[src/rtl/uart_pkg.sv]
// Shared UART constants and word type used by the FIFO and its users.
package uart_pkg;
   localparam int UART_WORD_W     = 16;
   localparam int UART_FIFO_DEPTH = 16;

   typedef logic [UART_WORD_W-1:0] uart_word_t;
endpackage

[src/rtl/uart_fifo_mem.sv]
// Simple dual-port storage for uart_fifo: registered write, combinational read.
// Kept standalone so it can be replaced by an inferred or vendor RAM.
module uart_fifo_mem #(
   parameter int WIDTH = 16,
   parameter int DEPTH = 16,
   parameter int AW    = $clog2(DEPTH)
) (
   input  logic             clk,
   input  logic             we,
   input  logic [AW-1:0]    waddr,
   input  logic [WIDTH-1:0] wdata,
   input  logic [AW-1:0]    raddr,
   output logic [WIDTH-1:0] rdata
);

   logic [WIDTH-1:0] mem [DEPTH];

   always_ff @(posedge clk) begin
      if (we) mem[waddr] <= wdata;
   end

   assign rdata = mem[raddr];

endmodule

[src/rtl/uart_fifo.sv]
// First-word-fall-through FIFO for the UART controller byte-pair interfaces.
// Optional sticky overflow/underflow flags with err_clr under UART_FIFO_ERR_EN.
module uart_fifo
   import uart_pkg::*;
#(
   parameter int WIDTH     = UART_WORD_W,
   parameter int DEPTH     = UART_FIFO_DEPTH,
   parameter int AF_THRESH = DEPTH - 2,
   parameter int AE_THRESH = 2
) (
   input  logic                     clk,
   input  logic                     rst,
   input  logic                     wr_en,
   input  logic [WIDTH-1:0]         wr_data,
   output logic                     full,
   input  logic                     rd_en,
   output logic [WIDTH-1:0]         rd_data,
   output logic                     empty,
   output logic [$clog2(DEPTH):0]   level,
   output logic                     almost_full,
   output logic                     almost_empty
`ifdef UART_FIFO_ERR_EN
   ,
   input  logic                     err_clr,
   output logic                     overflow,
   output logic                     underflow
`endif
);

   localparam int AW = $clog2(DEPTH);
   localparam int LW = AW + 1;
   localparam logic [LW-1:0] DEPTH_L = LW'(DEPTH);
   localparam logic [LW-1:0] AF_L    = LW'(AF_THRESH);
   localparam logic [LW-1:0] AE_L    = LW'(AE_THRESH);

   logic [AW-1:0]    wr_ptr;
   logic [AW-1:0]    rd_ptr;
   logic [WIDTH-1:0] mem_rdata;
   logic             push;
   logic             pop;

   // A pop while full frees a slot in the same cycle, so the push is let through.
   assign pop  = rd_en && !empty;
   assign push = wr_en && (!full || pop);

   always_ff @(posedge clk) begin
      if (rst) begin
         wr_ptr <= '0;
         rd_ptr <= '0;
         level  <= '0;
      end else begin
         if (push) wr_ptr <= wr_ptr + AW'(1);
         if (pop)  rd_ptr <= rd_ptr + AW'(1);
         if (push && !pop)      level <= level + LW'(1);
         else if (pop && !push) level <= level - LW'(1);
      end
   end

   assign empty        = (level == '0);
   assign full         = (level == DEPTH_L);
   assign almost_full  = (level >= AF_L);
   assign almost_empty = (level <= AE_L);
   assign rd_data      = empty ? '0 : mem_rdata;

   uart_fifo_mem #(
      .WIDTH (WIDTH),
      .DEPTH (DEPTH),
      .AW    (AW)
   ) u_mem (
      .clk   (clk),
      .we    (push),
      .waddr (wr_ptr),
      .wdata (wr_data),
      .raddr (rd_ptr),
      .rdata (mem_rdata)
   );

`ifdef UART_FIFO_ERR_EN
   // Set beats clear when both happen in the same cycle.
   always_ff @(posedge clk) begin
      if (rst) begin
         overflow  <= 1'b0;
         underflow <= 1'b0;
      end else begin
         if (wr_en && full)  overflow <= 1'b1;
         else if (err_clr)   overflow <= 1'b0;
         if (rd_en && empty) underflow <= 1'b1;
         else if (err_clr)   underflow <= 1'b0;
      end
   end
`endif

endmodule

[config.mk]
export PLATFORM = sky130hd
export DESIGN_NAME = uart_fifo
export DESIGN_NICKNAME = d
export VERILOG_FILES = /design/src/rtl/uart_pkg.sv /design/src/rtl/uart_fifo_mem.sv /design/src/rtl/uart_fifo.sv
export SDC_FILE = /design/constraint.sdc
export NUM_CORES = 1
export LEC_CHECK = 0
export CAP_MARGIN = 5
export CORE_UTILIZATION = 54
export CTS_CLUSTER_DIAMETER = 50
export CTS_CLUSTER_SIZE = 16
export DETAILED_ROUTE_END_ITERATION = 12
export PLACE_DENSITY = 0.78
export SYNTH_ARGS = -nofsm -noshare
export SYNTH_HDL_FRONTEND = slang
export SYNTH_HIERARCHICAL = 1
export SYNTH_SLANG_ARGS = --single-unit
[constraint.sdc]
create_clock -name clk -period 3 [get_ports clk]
set_clock_uncertainty 0.05 [all_clocks]
set_input_delay 0.6 -clock clk [delete_from_list [all_inputs] [get_ports clk]]
set_output_delay 0.6 -clock clk [all_outputs]
set_load 0.02 [all_outputs]
# Yosys cells after proc, flatten, opt, wreduce, memory -nomap -nowiden
# Memories as Yosys holds them, arrays and structs flattened. A register that Yosys moved wholly into a read port is not among the register bits.
# Index checks and enable logic that the tools add are counted.
# W data, S select, Z words.
# totals
ff_bits	13
latch_bits	0
ram_bits	256
romBits	0
elab_cells	29
memories	1
# op_classes
addsub	4
multipliers	0
div_mod_pow	0
magnitude_cmp	2
eq_ne	1
shift	0
n_mux	7
bitwise_logic	0
reduce_logical	11
# memory_table
memory	depth	width	rd	rd_ports_with_merged_regs	wr	line	text
u_mem.mem	16	16	1	1	1	uart_fifo_mem.sv:16	logic [WIDTH-1:0] mem [DEPTH];
# op_table
operator	n
$mux W16	1
$mux W5	2
$add A4 B1 Y4 const B	2
$mux W4	2
$add A5 B1 Y5 const B	1
$eq A5 B5 Y1 const B	1
$ge A5 B4 Y1 const B	1
$le A5 B2 Y1 const B	1
$logic_not A5 Y1	1
$sub A5 B1 Y5 const B	1
$logic_and A1 B1 Y1	4
$logic_not A1 Y1	4
$mux W1	2
$reduce_bool A2 Y1	1
$logic_or A1 B1 Y1	1

# Longest topological paths before layout
# Gate-level depths: netlist of the first run.
# depth
ltp_word	9
ltp_mapped	11
mapped_depth_nobuf	10

# Hierarchy
# Netlist of the first run, hierarchy kept.
# modules_own_cells
module	instances	cells_per_inst	area_per_inst_um2
uart_fifo_mem	1	416	9723.1
uart_fifo	1	103	898.4

# Worst setup path before layout of the first run
# No wires, ideal clock.
# synth_timing
kind	register to register
startpoint	register level[1]
endpoint	memory u_mem.mem[0][0], enable pin
arrival_time_ns	2.630
slack_ns	-0.090
path_stages_with_launch	7
n_path_buf	1
cell_sequence	dfxtp_1 or2_1 buf_2 o21ai_4 inv_1 or3b_2 nor3_1
# synth_between
elab_chain_len	7
word_cells_on_any_way	9
cone_classes	eq/ne (1); mux (2); reduce/logical (6)
# synth_rtl
item	line	text
from (decl)	uart_fifo.sv:19	output logic [$clog2(DEPTH):0] level,
from (signal assigned)	uart_fifo.sv:54	if (push && !pop) level <= level + LW'(1);
from (signal assigned)	uart_fifo.sv:55	else if (pop && !push) level <= level - LW'(1);
$logic_not A5 Y1	uart_fifo.sv:59	assign empty = (level == '0);
$logic_not A1 Y1	uart_fifo.sv:43	assign pop = rd_en && !empty;
$logic_and A1 B1 Y1	uart_fifo.sv:43	
$logic_or A1 B1 Y1 (*)	uart_fifo.sv:44	assign push = wr_en && (!full || pop);
$logic_and A1 B1 Y1 (*)	uart_fifo.sv:44	
via push	uart_fifo.sv:39	logic push;
$mux W1 (*)	uart_fifo_mem.sv:19	if (we) mem[waddr] <= wdata;
$mux W1 (implied by the code) (*)	uart_fifo_mem.sv:19	
to (decl)	uart_fifo_mem.sv:16	
# The timed path passes the listed nets; every way through them passes the cells marked *.

==> flow_summary.toml, run 1 <==
[global_route]
top_usage_layer = "met2"
use_met1_pct = 29.1
grt_pass1_wl_um = 33600
grt_use_met3_pct = 4.54
grt_pass1_vias = 5599
overflow = 0
grt_max_degree = 68
grt_use_total_pct = 23.5
antenna_found_initial = 1
use_met2_pct = 41.4

[final_layout]
fin_area_um2 = 12700
area_delta_synth_final_pct = 19.9
drive_above_1_share_pct = 35.8
fin_cells = 883
final_util_pct = 66.9
nets = 638
multiInputGateArea_um2 = 2670
fill_cells = 1231
diodes = 0
seqCellArea_um2 = 7950

[logic_synthesis]
yosys-top-cells-area = "edfxtp_1, mux4_2, mux4_1, dfxtp_1, a22oi_1"
synthMuxAreaShare_pct = 14.2
syn_area_um2 = 10600
ys.flop_type = "edfxtp_1"
synthXorXnorAreaFrac_pct = 0.495
synth_fp_nets = 546
ys_ff_latch = 269
yosysTopAreaCellShare_pct = 72.4
syn_area_per_cell_um2 = 20.5
ys_warn_count = 6
synth_compound_area_share_pct = 3.22
synth_common_cells = "edfxtp_1, mux4_2, a22oi_1"
syn_inst = 519
synth-seq-area-share_pct = 74.8
yosysTopAreaCell = "edfxtp_1"
synth_top_family_by_area = "multiplexers"
ys_async_sr_fraction_pct = 0
synthSimpleGateAreaFrac_pct = 4.68
synth.distinct_cells = 43
synth_edf_count = 256
synth_adder_area_share_pct = 0.895
synth_most_common_cell = "edfxtp_1"

[floorplan]
die_w_um = 142
row_count = 50
coreArea_um2 = 19000
num_io_pins = 45
die-area_um2 = 20200
start_util_pct = 55.8
die_h_um = 142

[pwr]
irDropWorstVdd_mv = 0.740
p_per_area_nw_per_um2 = 842
power.leakage_nw = 4.11

[place]
place_congestion = 0.843
hpwl_um = 12300
port_buffers = 44
dp_cells = 832
place_area_um2 = 11600

[route]
drtIter0Drc = 428
ant_nets = 0
via_count = 5435
drt-total-wl_um = 22700
route.detailed.drc = 0
wire_per_inst_um = 25.8
drt_first_pass_iters = 5
routed_via_density = 6.16

[critical_path]
cp-start-kind = "register"
reg2reg_from = "level[4]"
ff2ff_setup_slack_ps = 170
cp_data_arrival_time_ps = 2430
crit_required_ps = 2350
rr_endpoint = "level[4]"
worst-setup-path-type = "register to output port"
ff2ff_path_depth = 10
end_kind = "output port"
path_max_fanout = 5

[clocking]
cts_tree = "done"
clock_sinks = 269
clock_path_buffers = 3
cts.clk_slew.worst_paths_ps = 70
postCtsHoldBufs = 0
root_buffer = "clkbuf_16"
cts_buffers = 23
clock_latency_ps = 510
h-tree-depth = 1

[min_path]
hold_depth = 2
worstHoldStart = "wr_ptr[3]"
hold_end = "wr_ptr[3]"
hold_class = "register to register"

[timing]
fmax_mhz = 324
post-route-min-period_ps = 3080
min_period_over_period_pct = 103
hold_violations = 0
rsz0062_at_grt = "true"
max-slew-margin-rel_pct = 19.6
tns_ps = -216
worst_slack_ps = -84.6
fin_hold_ws_ps = 515
drv_slew = 0
worst_pin_slew_ps = 1200
setup_viol = 6

[outcome]
violations = "negative setup slack"
status = "complete, but fails checks"

[flow_run]
max-cap-violations = 0
-- layout make-up --
class                   count  share of cell area (%)
inverters                   5                   0.147
multi-input cells         219                    20.9
well taps                 260                    2.56
clock inverters             9                   0.776
repair buffers             93                    8.37
flip-flops and latches    269                    62.5
clock buffers              28                    4.75
-- cell usage in the layout, fill, tap and decap left out, types with 11 or more instances in the layout --
master           count
mux4_2              61
edfxtp_1           256
clkbuf_16           25
nand2_1             18
nor2_1              15
buf_4               29
and2_4              11
clkdlybuf4s50_1     27
nor2_2              12
a22oi_2             23
dfxtp_1             11
-- cells by family after synthesis --
group | count (synthesis)
fa+ha+maj | 7
flops | 269
xor+xnor | 6
compound gates | 47
buf+inv | 31
mux | 67
simple gates | 92
-- how the worst max path moves through the flow --
stage	start	to	cells after the start
after CTS	rd_ptr[0]	rd_data[4]	8
after global routing	rd_ptr[0]	rd_data[9]	8
after detailed placement	rd_en	level[4]	11
final	rd_ptr[0]	rd_data[9]	8
after global placement	rd_en	level[4]	11
after floorplan	rd_en	level[4]	10
-- where the power goes --
| group | switching [mW] | internal, mW |
|---|---|---|
| sequential | 0.101 | 4.23 |
| combinational | 1.58 | 1.98 |
| clock | 1.28 | 1.54 |
-- state kept, by name, summed over array words and instances, names as in the netlist --
register,count
level,5
rd_ptr,4
u_mem/mem,256
wr_ptr,4
-- through the flow --
step	worst slack, ps	power [mW]
after floorplan	35.8	6.36
after global placement	-347	7.24
after detailed placement	-498	7.32
after CTS	-66.4	10.5
after global routing	-171	11.1
final	-84.6	10.7
-- critical path, stage by stage (launching register included) --
cell	delay [ps]
dfxtp_4	420
buf_4	150
buf_16	120
buf_12	100
mux4_1	540
a22oi_1	200
nand2_1	100
and2_4	140
buf_2	150
-- timing repair --
item	CTS	global route
gates resized for setup	97	39
pin swaps	11	14
gates cloned	5	2
buffers inserted	7	0
setup endpoints to repair	17	17
endpoints found under the hold margin	0	0
-- per-layer routing --
layer | share of wire [%] | vias to the layer above | routed length (um)
met5 | 0.048 | - | 11
met1 | 36 | 2819 | 8290
met2 | 52 | 250 | 11900
met4 | 3.6 | 2 | 815
met3 | 7.5 | 55 | 1700
li1 | - | 2309 | -
No activity file was read; power rests on OpenSTA's default activity.
==> inputs of run 2 (changes only) <==
--- a/config.mk
+++ b/config.mk
@@ -10,7 +10,9 @@
 export CTS_CLUSTER_DIAMETER = 50
 export CTS_CLUSTER_SIZE = 16
 export DETAILED_ROUTE_END_ITERATION = 12
+export GPL_ROUTABILITY_DRIVEN = 1
 export PLACE_DENSITY = 0.78
+export SKIP_LAST_GASP = 1
 export SYNTH_ARGS = -nofsm -noshare
 export SYNTH_HDL_FRONTEND = slang
 export SYNTH_HIERARCHICAL = 1
==> run 2 against run 1 <==
Largest power group unchanged; global-route usage is essentially flat; setup slack gained 5.2 ps; power shrank 0.27%; non-clock buffer count is the same; die area is the same; combinational power is essentially flat; first-iteration DRC count shrank 9.1%; the run still ends with negative setup slack left; register-to-register slack is essentially flat.
==> flow_summary.toml, run 2 (same netlist as run 1, synthesis figures left out) <==
[floorplan]
row_count = 50
start_util_pct = 55.8
num_io_pins = 45
coreArea_um2 = 19000
die_h_um = 142
die-area_um2 = 20200
die_w_um = 142

[timing]
drv_slew = 0
setup_viol = 6
worst_slack_ps = -79.4
hold_violations = 0
worst_pin_slew_ps = 1190
min_period_over_period_pct = 103
fmax_mhz = 325
max-slew-margin-rel_pct = 20.8
rsz0062_at_grt = "true"
post-route-min-period_ps = 3080

[critical_path]
cp-start-kind = "register"
path_max_fanout = 5
cp_data_arrival_time_ps = 2430
worst-setup-path-type = "register to output port"
end_kind = "output port"
crit_required_ps = 2350

[route]
drt-total-wl_um = 22800
routed_via_density = 6.14
wire_per_inst_um = 25.8
drtIter0Drc = 389
via_count = 5425
drt_first_pass_iters = 5
ant_nets = 0
route.detailed.drc = 0

[pwr]
total_power_mw = 10.7
power.leakage_nw = 4.10
irDropWorstVdd_mv = 0.740
p_per_area_nw_per_um2 = 840

[final_layout]
layout_common_cells = "edfxtp_1, mux4_2, buf_4, clkdlybuf4s50_1, clkbuf_16"
largest_register_ffs = 256
area_delta_synth_final_pct = 19.7
final_util_pct = 66.9
diodes = 0
largest-register = "u_mem/mem"
largestRegisters = "u_mem/mem: 256 flops, level: 5 flops"
final_common_cell = "edfxtp_1"
nets = 638
drive_above_1_share_pct = 35.8

[flow_run]
max-cap-violations = 0

[global_route]
grt_pass1_wl_um = 33600
overflow = 0
antenna_found_initial = 1
use_met1_pct = 29.1
grt_max_degree = 68
grt_use_total_pct = 23.5
grt_use_met3_pct = 4.54
top_usage_layer = "met2"
grt_pass1_vias = 5608
use_met2_pct = 41.3

[clocking]
cts_tree = "done"
root_buffer = "clkbuf_16"
cts.clk_slew.worst_paths_ps = 70
clock_path_buffers = 3
h-tree-depth = 1
clock_sinks = 269
clock_latency_ps = 510
cts_buffers = 23

[place]
hpwl_um = 12300
place_congestion = 0.843
port_buffers = 44

[outcome]
status = "complete, but fails checks"
violations = "negative setup slack"

[min_path]
hold_class = "register to register"
[run 2: changes by cell type in the layout (fill, tap and decap cells not counted)]
cell / before / now
buf_2: 7 / 9
a22oi_1: 9 / 8
a22oi_2: 23 / 24
and2_1: 6 / 7
and2_4: 11 / 10
buf_6: 9 / 8
buf_8: 3 / 2
[run 2: per-stage QoR]
stage | TNS (ps) | cell area [um^2] | instances | hold slack (ps) | setup slack [ps]
2_1_floorplan | 0 | 10600 | 519 | 408 | 35.8
5_1_grt | -1120 | 12700 | 883 | 556 | -171
3_3_place_gp | -643 | 11600 | 832 | 453 | -347
6_report | -205 | 12700 | 883 | 509 | -79.4
4_1_cts | -545 | 12600 | 881 | 484 | -66.4
3_5_place_dp | -6180 | 11600 | 832 | 474 | -498
[run 2: layout make-up]
class / instances / area, um^2
flip-flops and latches: 269 / 7950
multi-input cells: 219 / 2670
fillers: 1231 / 6300
well taps: 260 / 325
clock inverters: 9 / 98.8
inverters: 5 / 18.8
repair buffers: 93 / 1050
clock buffers: 28 / 604
[run 2: final timing paths]
| kind | startpoint | slack [ps] | to | depth (start not counted) |
|---|---|---|---|---|
| worst min-delay path | wr_ptr[3] | 510 | wr_ptr[3] | 2 |
| worst max register to register | level[4] | 170 | level[4] | 10 |
| worst max-delay path | rd_ptr[0] | -80 | rd_data[9] | 8 |
| worst min register to register | wr_ptr[3] | 510 | wr_ptr[3] | 2 |
[run 2: metal layers]
metal | vias up | routed length, um
met3 | 53 | 1640
met1 | 2801 | 8320
met5 | - | 12
met2 | 261 | 12000
li1 | 2308 | -
met4 | 2 | 763
[run 2: worst max-delay path, cell delays in order, from the launching register on]
cell and delay [ps]:
dfxtp_4 420, buf_4 150, buf_16 120, buf_12 100, mux4_1 540, a22oi_1 200
nand2_1 90, and2_4 140, buf_2 150
[run 2: where the power goes]
part           internal [mW]  leakage [nW]  switching [mW]
Sequential              4.23          2.42           0.100
Combinational           1.95          1.35            1.58
Clock                   1.54         0.337            1.29
[run 2: repair_timing]
action,in CTS,in global routing
endpoints found under the hold margin,0,0
gates cloned,5,2
hold buffers,0,0
setup buffers,7,0
setup endpoints to repair,17,18
pin swaps,9,12
gates resized for setup,95,36
